### config.mk
export PLATFORM = sky130hd
export DESIGN_NAME = rr_arbiter_4_flat
export DESIGN_NICKNAME = d
export VERILOG_FILES = /design/src/rtl/rr_arbiter_4_if.sv /design/src/rtl/rr_arbiter_4.sv /design/src/flat_wrapper.sv
export SDC_FILE = /design/constraint.sdc
export NUM_CORES = 1
export LEC_CHECK = 0
export ABC_CLOCK_PERIOD_IN_PS = 2500
export CAP_MARGIN = 20
export CORE_MARGIN = 2
export CORE_UTILIZATION = 42
export CTS_BUF_LIST = sky130_fd_sc_hd__clkbuf_4
export DETAILED_ROUTE_END_ITERATION = 10
export MAX_ROUTING_LAYER = met4
export RECOVER_POWER = 100
export REMOVE_ABC_BUFFERS = 1
export SKIP_CTS_REPAIR_TIMING = 1
export SYNTH_ARGS = -nofsm -noshare
export SYNTH_HDL_FRONTEND = slang
export SYNTH_SLANG_ARGS = --single-unit
export TNS_END_PERCENT = 5
### constraint.sdc
create_clock -name clk -period 2.5 [get_ports clk]
set_clock_uncertainty 0.15 [all_clocks]
set_input_delay 0.5 -clock clk [delete_from_list [all_inputs] [get_ports clk]]
set_output_delay 0.5 -clock clk [all_outputs]
set_load 0.01 [all_outputs]
### src/rtl/rr_arbiter_4_if.sv
// Handshake bundle between four requesters and the round-robin arbiter.
interface rr_arbiter_4_if;
    logic       en;
    logic [3:0] req;
    logic [3:0] gnt;
    logic [1:0] gnt_idx;
    logic       busy;
    logic       preempt;

    modport master (output en, req, input gnt, gnt_idx, busy, preempt);
    modport slave  (input en, req, output gnt, gnt_idx, busy, preempt);
endinterface

### src/rtl/rr_arbiter_4.sv
// Four-way round-robin arbiter with break-before-make grants and a hold-time
// limit that lets a waiting requester preempt a long-running owner.
module rr_arbiter_4 #(
    parameter int MAX_HOLD = 16,
    parameter int CNT_W    = 5
) (
    input  logic          clk,
    input  logic          rst,
    rr_arbiter_4_if.slave bus
);
    typedef enum logic {IDLE, GRANT} state_t;

    // With no limit the counter is parked at zero; it is never compared.
    localparam logic [CNT_W-1:0] HOLD_TOP = (MAX_HOLD == 0) ? '0 : CNT_W'(MAX_HOLD - 1);

    state_t           state, state_n;
    logic [1:0]       ptr, ptr_n;
    logic [3:0]       gnt_q, gnt_n;
    logic [1:0]       idx_q, idx_n;
    logic             busy_q, busy_n;
    logic             pre_q, pre_n;
    logic [CNT_W-1:0] cnt, cnt_n;

    logic       win_vld;
    logic [1:0] win_idx;
    logic [1:0] cand;
    logic       own, others;

    // Scan from the farthest offset back to ptr so the nearest requester wins.
    always_comb begin
        win_vld = 1'b0;
        win_idx = ptr;
        cand    = ptr;
        for (int k = 3; k >= 0; k--) begin
            cand = ptr + 2'(k);
            if (bus.req[cand]) begin
                win_vld = 1'b1;
                win_idx = cand;
            end
        end
    end

    assign own    = bus.req[idx_q];
    assign others = |(bus.req & ~(4'b0001 << idx_q));

    always_comb begin
        state_n = state;
        ptr_n   = ptr;
        gnt_n   = gnt_q;
        idx_n   = idx_q;
        busy_n  = busy_q;
        pre_n   = 1'b0;
        cnt_n   = cnt;
        case (state)
            IDLE: begin
                if (bus.en && win_vld) begin
                    state_n = GRANT;
                    idx_n   = win_idx;
                    gnt_n   = 4'b0001 << win_idx;
                    busy_n  = 1'b1;
                    cnt_n   = '0;
                end
            end
            GRANT: begin
                if (!own) begin
                    state_n = IDLE;
                    gnt_n   = 4'b0000;
                    busy_n  = 1'b0;
                    ptr_n   = idx_q + 2'd1;
                end else if (MAX_HOLD != 0 && cnt == HOLD_TOP && others) begin
                    state_n = IDLE;
                    gnt_n   = 4'b0000;
                    busy_n  = 1'b0;
                    ptr_n   = idx_q + 2'd1;
                    pre_n   = 1'b1;
                end else if (cnt != HOLD_TOP) begin
                    cnt_n = cnt + 1'b1;
                end
            end
            default: state_n = IDLE;
        endcase
    end

    always_ff @(posedge clk or posedge rst) begin
        if (rst) begin
            state  <= IDLE;
            ptr    <= 2'd0;
            gnt_q  <= 4'b0000;
            idx_q  <= 2'd0;
            busy_q <= 1'b0;
            pre_q  <= 1'b0;
            cnt    <= '0;
        end else begin
            state  <= state_n;
            ptr    <= ptr_n;
            gnt_q  <= gnt_n;
            idx_q  <= idx_n;
            busy_q <= busy_n;
            pre_q  <= pre_n;
            cnt    <= cnt_n;
        end
    end

    assign bus.gnt     = gnt_q;
    assign bus.gnt_idx = idx_q;
    assign bus.busy    = busy_q;
    assign bus.preempt = pre_q;
endmodule

### src/flat_wrapper.sv
// flat-port wrapper written by rule: the top's interface ports become plain ports
module rr_arbiter_4_flat 
#(
    parameter int MAX_HOLD = 16,
    parameter int CNT_W    = 5
)
  (clk, rst, bus_en, bus_req, bus_gnt, bus_gnt_idx, bus_busy, bus_preempt);
  rr_arbiter_4_if bus_i ();
  input  logic clk;
  input  logic rst;
  input wire logic [$bits(bus_i.en)-1:0] bus_en;
  input wire logic [$bits(bus_i.req)-1:0] bus_req;
  output wire logic [$bits(bus_i.gnt)-1:0] bus_gnt;
  output wire logic [$bits(bus_i.gnt_idx)-1:0] bus_gnt_idx;
  output wire logic [$bits(bus_i.busy)-1:0] bus_busy;
  output wire logic [$bits(bus_i.preempt)-1:0] bus_preempt;
  assign bus_i.en = bus_en;
  assign bus_i.req = bus_req;
  assign bus_gnt = bus_i.gnt;
  assign bus_gnt_idx = bus_i.gnt_idx;
  assign bus_busy = bus_i.busy;
  assign bus_preempt = bus_i.preempt;
  rr_arbiter_4 #(.MAX_HOLD(MAX_HOLD), .CNT_W(CNT_W)) u_core (.clk(clk), .rst(rst), .bus(bus_i));
endmodule
-- Word-level counts from Yosys, hierarchy flattened
Cells that the tools add are included.
- order comparisons: 5
- $add $sub $neg: 5
- equality and inequality tests: 8
- bitwise operators: 3
- reduce and logical (&&, ||, !) cells: 7
- shifts and indexed selects: 2
- mux-type cells: 40
- operators with widths (kind ; count):
    $mux W5 ; 4
    $mux W1 ; 18
    $lt A2 B3 Y1 const B ; 5
    $mux W2 ; 6
    $mux W4 ; 3
    $bmux W1 S2 ; 5
    $pmux W5 S2 ; 1
    $ne A2 B2 Y1 const B ; 4
    $pmux W4 S2 ; 1
    $shl A1 B2 Y4 const A ; 2
    $reduce_and A2 Y1 ; 3
    $add A5 B1 Y5 const B ; 1
    $eq A5 B4 Y1 const B ; 1
    $ne A5 B4 Y1 const B ; 1
    $add A2 B1 Y2 const B ; 2
    $add A2 B2 Y2 const B ; 2
    $and A4 B4 Y4 ; 1
    $not A4 Y4 ; 1
    $pmux W1 S2 ; 2
    $reduce_and A4 Y1 ; 1
    $reduce_or A4 Y1 ; 1
    $ne A3 B3 Y1 const B ; 1
    $logic_and A1 B1 Y1 ; 2
    $ne A2 B1 Y1 const B ; 1
    $not A1 Y1 ; 1
- bits in registers: 16
- input bits: 7
- output and inout port bits: 8
- word-level logic and storage cells: 77

-- Longest topological paths before layout
Gate-level depths: netlist of run 1.
- word-level depth: 10
- mapped depth: 8
- gate-level depth less buffers: 7

-- Worst setup path after synthesis of run 1
No wires, ideal clock.
- kind: reg-to-reg
- start point: register u_core.cnt[0]
- end point: register u_core.ptr[0]
- buffers on the path: 1
- data required time: 2225 ps
- path slack: 405 ps
- arrival: 1821 ps
- setup time: 125 ps
- cell stages (with the launch flop): 9
- clock period less this slack: 2095 ps
- cells stage by stage: dfrtp_1 > ha_1 > and3_1 > ha_1 > clkbuf_1 > nand2_1 > a41o_1 > nand2_1 > mux2_2
- cells in the longest elaborated chain, start to end: 4
- RTL lines (element ; line ; RTL):
    start: declaration ; rr_arbiter_4.sv:22 ; logic [CNT_W-1:0] cnt, cnt_n;
    start signal: assignment ; rr_arbiter_4.sv:100 ; cnt <= cnt_n;
    $eq A5 B4 Y1 ; rr_arbiter_4.sv:70 ; end else if (MAX_HOLD != 0 && cnt == HOLD_TOP && others) begin
    $logic_and A1 B1 Y1 ; rr_arbiter_4.sv:70 ;
    $ne A2 B2 Y1 (no source line) ; - ;
    $reduce_and A2 Y1 (no source line) ; - ;
    end signal: assignment ; rr_arbiter_4.sv:95 ; ptr <= ptr_n;
    end: declaration ; rr_arbiter_4.sv:17 ; logic [1:0] ptr, ptr_n;
No other way between the ends.
A chain may end at the register's enable or synchronous reset.

-- Worst setup path after layout of run 1
- start point: input bus_req[2]
- end point: register u_core.ptr[1]
- cells in the longest elaborated chain, start to end: 5
- elaborated cells between the ends (all ways): 8
- classes of those cells: eq/ne: 1; mux: 3; bitwise: 1; reduce/logical: 3
- RTL lines (element ; line ; RTL):
    start: declaration ; flat_wrapper.sv:12 ; input wire logic [$bits(bus_i.req)-1:0] bus_req;
    $and A4 B4 Y4 ; rr_arbiter_4.sv:44 ; assign others = |(bus.req & ~(4'b0001 << idx_q));
    $reduce_or A4 Y1 ; rr_arbiter_4.sv:44 ;
    $logic_and A1 B1 Y1 ; rr_arbiter_4.sv:70 ;
    $ne A2 B2 Y1 (no source line) ; - ;
    $reduce_and A2 Y1 (no source line) ; - ;
Several ways; a longest one is shown, not always the timed one. The select of a mux whose other input is x is not followed.

==> results.toml, run 1 <==
[run_status]
status = "finished, final reports clean"

[grt]
grt_max_degree = 17
grt_usage_pct = 17.1
grt_pass1_wl_um = 3370
antenna_found_initial = 0
grt_pass1_vias = 739
grt-ovfl-total = 0

[sta]
setup_viol = 0
hold_viol = 0
timing.slew.headroom_pct = 59.3
fmax_mhz = 458
worstMarginPinSlew_ns = 0.610
fin_tns_setup_ns = 0
rsz0062_at_grt = "no"
finalMaxSlewViolations = 0
hold_slack_ns = 0.328
fin_crit_ns = 2.19
fin_crit_sh_pct = 87.4

[power_and_ir_drop]
power.density_nw_per_um2 = 1000
p_leak_nw = 0.562
ir_worst_vdd_mv = 0.485

[routing]
vias = 782
drtAntennaViolNets = 0
drt_pass1_iterations = 5
vias_per_cell = 5.32
wl_um = 1940
avgRoutedWirePerCell_um = 13.2
drc = 0
drtIter0Drc = 10

[run]
maxCapViolations = 0

[setup_path]
critPathArrivalTime_ns = 2.21
worst-r2r-cell-count = 7
cp_cell_sequence = "dlygate4sd3_1 -> mux2_1 -> o22a_2 -> nand2_1 -> mux2_2"
critPathSlowestCell = "dlygate4sd3_1"
max_stage_delay_ns = 0.63
cp_max_fo = 7
required_ns = 2.52
critical_path_class = "input pin to flip-flop"
endpoint_kind = "flip-flop"
critPathLaunchType = "input pin"

[die]
io_pins = 15
die_h_um = 52.1
rows = 17
core_um2 = 2190
initial_utilization_pct = 44.4
die_w_um = 52.1
die_area_um2 = 2720

[placement]
dp_hpwl_um = 1480
port_buffers = 14
place.gp.congestion = 0.762

[yosys]
syn_area_um2 = 972
synth_cell_types = 34
netlist_instances = 100
yosysSeqAreaShare_pct = 41.2
avgSynthCellArea_um2 = 9.72
yosys_warnings = 0
synth-seq-cells = 16

[final_layout]
antenna_cells = 0
drive_above_1_share_pct = 9.24
area_growth_pct = 23.0
nNetsFinal = 133

[clocking]
htree_levels = 1
clk_pin_slew_ns = 0.09
root_buffer = "clkbuf_4"
clockBufferDepth = 2
numCtsBuffers = 3
cts_tree = "done"
cts.sinks = 16
insertion_delay_ns = 0.28

[min_path]
hold_class = "flip-flop to flip-flop"
holdPathStages = 1
[path summary, 6_finish.rpt]
kind / from / slack, ns / endpoint
setup / recovery: bus_req[2] / 0.31 / u_core.ptr[1]$_DFFE_PP0P_
hold / removal: u_core.cnt[3]$_DFFE_PP0P_ / 0.33 / u_core.cnt[3]$_DFFE_PP0P_
setup reg to reg: u_core.cnt[0]$_DFFE_PP0P_ / 0.34 / u_core.ptr[1]$_DFFE_PP0P_
hold reg to reg: u_core.cnt[3]$_DFFE_PP0P_ / 0.33 / u_core.cnt[3]$_DFFE_PP0P_
max in group asynchronous: rst / 1.24 / u_core.ptr[0]$_DFFE_PP0P_
min in group asynchronous: rst / 0.57 / u_core.state$_DFF_PP0_
[where the power goes]
group	total (mW)	internal, mW	switching (mW)
logic	0.584	0.304	0.280
clock network	0.139	0.0579	0.0806
registers	0.476	0.364	0.112
[registers in the layout, summed over array words and instances (netlist names)]
register	cells
u_core.cnt	5
u_core.bus.gnt	4
u_core.bus.gnt_idx	2
u_core.ptr	2
u_core.bus.busy	1
u_core.bus.preempt	1
u_core.state	1
[kinds of logic after synthesis]
logic type	Yosys count	synth area share, %
buf+inv	10	3.99
compound gates	25	19.8
simple gates	36	19.0
mux	7	8.24
fa+ha+maj	6	7.72
flops	16	41.2
[layout make-up]
| type | count | area (um2) |
|---|---|---|
| fill | 206 | 995 |
| multi-input combinational | 74 | 533 |
| sequential | 16 | 400 |
| timing repair buffer | 17 | 171 |
| tap | 28 | 35.0 |
| inverter | 8 | 30.0 |
| clock buffer | 3 | 22.5 |
| clock inverter | 1 | 3.75 |
[worst max-delay path, delay by kind of cell]
family                 cells  cell delay [ns]
muxes                      2             0.69
buffers and inverters      1             0.63
AOI/OAI and AO/OA          1             0.26
and+or+nand+nor            1             0.12
[synth_stat cells, drive strengths merged]
library cell	n	area share, %
buf	1	0.51
mux2	5	6.2
or2b	1	0.77
and2	1	0.64
nand4b	1	0.90
o22a	1	1.0
nand3	2	1.0
nor3	1	0.51
a31oi	1	0.64
o41a	1	1.2
mux2i	2	2.1
a22oi	2	1.5
a21oi	2	1.0
nand2	13	5.0
o211ai	1	0.77
nor2	5	1.9
nor2b	5	3.2
nand3b	1	0.77
o32ai	4	3.6
inv	8	3.1
o2bb2ai	3	2.7
o21ai	5	2.6
dfrtp	16	41
a41o	1	1.0
nand2b	4	2.6
clkbuf	1	0.39
o211a	1	1.0
and3	1	0.64
a21boi	1	0.77
or4b	1	1.0
ha	6	7.7
a21bo	1	1.0
a211o	1	0.90
[cells in the final DEF (no fill, tap or decap), drive strengths merged, types with 5 or more instances in the layout]
master       count
dfrtp           16
nand2           13
dlygate4sd3     10
inv              8
ha               6
nor2b            5
nor2             5
o21ai            5
mux2             5
[through the flow]
step | util, % | instances | area (um2) | worst slack [ns] | power (mW)
CTS | 54.8 | 147 | 1200 | 0.339 | 1.25
finish | 54.6 | 147 | 1200 | 0.315 | 1.20
global placement | 53.6 | 143 | 1170 | 0.181 | 1.09
floorplan | - | 98 | 963 | 0.500 | 0.844
global route | 54.6 | 147 | 1200 | 0.162 | 1.32
detailed placement | 53.6 | 143 | 1170 | 0.137 | 1.10
[routing by layer]
metal	track usage [%]	part of all wire, %	wire length (um)	vias to the layer above
li1	-	-	-	396
met1	24.7	53	1030	363
met2	24.1	40	780	21
met3	4.02	6.1	119	2
met4	3.95	0.67	13	0
met5	-	0	0	-
Power figures use the tool's default switching activity.
==> run 2: changes to the inputs <==
--- a/config.mk
+++ b/config.mk
@@ -7,7 +7,7 @@
 export LEC_CHECK = 0
 export ABC_CLOCK_PERIOD_IN_PS = 2500
 export CAP_MARGIN = 20
-export CORE_MARGIN = 2
+export CORE_MARGIN = 4
 export CORE_UTILIZATION = 42
 export CTS_BUF_LIST = sky130_fd_sc_hd__clkbuf_4
 export DETAILED_ROUTE_END_ITERATION = 10
==> run 2 against run 1 <==
Sequential power about the same. Highest routed layer unchanged. Largest cell class unchanged. Total power fell by 0.35%. Cell count shrank 0.68%. Largest power group unchanged.
==> results.toml, run 2 (same netlist as run 1, synthesis figures left out) <==
[clocking]
htree_levels = 1
root_buffer = "clkbuf_4"
clockBufferDepth = 2
insertion_delay_ns = 0.28
cts_tree = "done"
clk_pin_slew_ns = 0.09
numCtsBuffers = 3
cts.sinks = 16

[sta]
fin_crit_sh_pct = 87.2
worstMarginPinSlew_ns = 0.596
hold_viol = 0
fin_crit_ns = 2.18
finalMaxSlewViolations = 0
fmax_mhz = 459
timing.slew.headroom_pct = 60.3
rsz0062_at_grt = "no"
setup_viol = 0
fin_tns_setup_ns = 0

[setup_path]
critPathArrivalTime_ns = 2.21
critical_path_class = "input pin to flip-flop"
critPathLaunchType = "input pin"
cp_cell_sequence = "dlygate4sd3_1 -> mux2_1 -> o22a_2 -> nand2_1 -> mux2_2"
r2r_end = "u_core.ptr[1]$_DFFE_PP0P_"
required_ns = 2.53
max_stage_delay_ns = 0.64
cp-startpoint = "bus_req[2]"
ff2ff_setup_slack_ns = 0.33
worst-r2r-cell-count = 7
reg2reg_from = "u_core.cnt[0]$_DFFE_PP0P_"
critPathSlowestCell = "dlygate4sd3_1"
endpoint_kind = "flip-flop"
cp_max_fo = 7

[grt]
grt_pass1_vias = 738
antenna_found_initial = 0
grt_pass1_wl_um = 3460
grt-ovfl-total = 0
grt_max_degree = 17
grt_usage_pct = 14.1

[routing]
vias = 806
avgRoutedWirePerCell_um = 13.5
wl_um = 1980
drc = 0
drtAntennaViolNets = 0
drt_pass1_iterations = 4
vias_per_cell = 5.52
drtIter0Drc = 10

[min_path]
hold_class = "flip-flop to flip-flop"
min_to = "u_core.cnt[3]$_DFFE_PP0P_"
hold_path.startpoint = "u_core.cnt[3]$_DFFE_PP0P_"
holdPathStages = 1

[final_layout]
antenna_cells = 0
regArea_um2 = 400
fillers = 205
final_common_cell = "dfrtp_1"
drive_above_1_share_pct = 9.32
final_cell_mix = "dfrtp_1, nand2_1, dlygate4sd3_1, inv_1, ha_1"
area_growth_pct = 22.7
stdcell_area_um2 = 1190
largest_register = "u_core.cnt"
largest_reg_flops = 5
multiInputGateArea_um2 = 533
nNetsFinal = 133

[placement]
dp_hpwl_um = 1510
place.gp.congestion = 0.696
placed_area_um2 = 1170
port_buffers = 14

[die]
rows = 17
initial_utilization_pct = 43.9
die_area_um2 = 3150
core_um2 = 2210
die_w_um = 56.1
io_pins = 15
die_h_um = 56.1

[run_status]
status = "finished, final reports clean"

[power_and_ir_drop]
ir_worst_vdd_mv = 0.573
p_leak_nw = 0.561
power.density_nw_per_um2 = 1000

[run]
maxCapViolations = 0
run 2: worst max-delay path by stage:
stage	to
floorplan	u_core.ptr[0]$_DFFE_PP0P_
global placement	u_core.ptr[1]$_DFFE_PP0P_
detailed placement	u_core.ptr[0]$_DFFE_PP0P_
CTS	u_core.ptr[0]$_DFFE_PP0P_
global route	u_core.bus.gnt[3]$_DFFE_PP0P_
finish	u_core.ptr[1]$_DFFE_PP0P_
run 2: final cells by class:
type | count | area share, %
clock buffer | 3 | 1.89
tap | 28 | 2.94
inverter | 8 | 2.52
multi-input combinational | 74 | 44.7
sequential | 16 | 33.6
timing repair buffer | 17 | 14.4
run 2: report_power, final:
group	internal [mW]	switching (mW)	total (mW)
logic	0.303	0.280	0.583
registers	0.364	0.111	0.475
clock network	0.0559	0.0801	0.136
total	0.723	0.471	1.19
run 2: routing by layer:
| layer | GRT usage (%) | vias to the layer above | wire, um |
|---|---|---|---|
| met5 | - | - | 0 |
| met4 | 6.10 | 0 | 13 |
| met3 | 3.25 | 2 | 100 |
| met2 | 17.5 | 16 | 804 |
| met1 | 21.1 | 387 | 1060 |
| li1 | - | 401 | - |
run 2: critical path, delay by kind of cell:
kind	cells	cell delay, ns
multiplexers	2	0.69
buffers and inverters	1	0.64
AO/OA/AOI/OAI	1	0.26
AND/OR/NAND/NOR	1	0.12
run 2: per-stage QoR:
step	setup slack, ns	util, %	hold slack (ns)	total power [mW]	instances
after floorplan	0.500	-	0.264	0.844	98
after global placement	0.175	53.1	0.304	1.10	143
after detailed placement	0.134	53.1	0.312	1.10	143
after CTS	0.322	54.1	0.325	1.24	146
after global routing	0.103	53.9	0.369	1.30	146
final	0.320	53.9	0.320	1.19	146
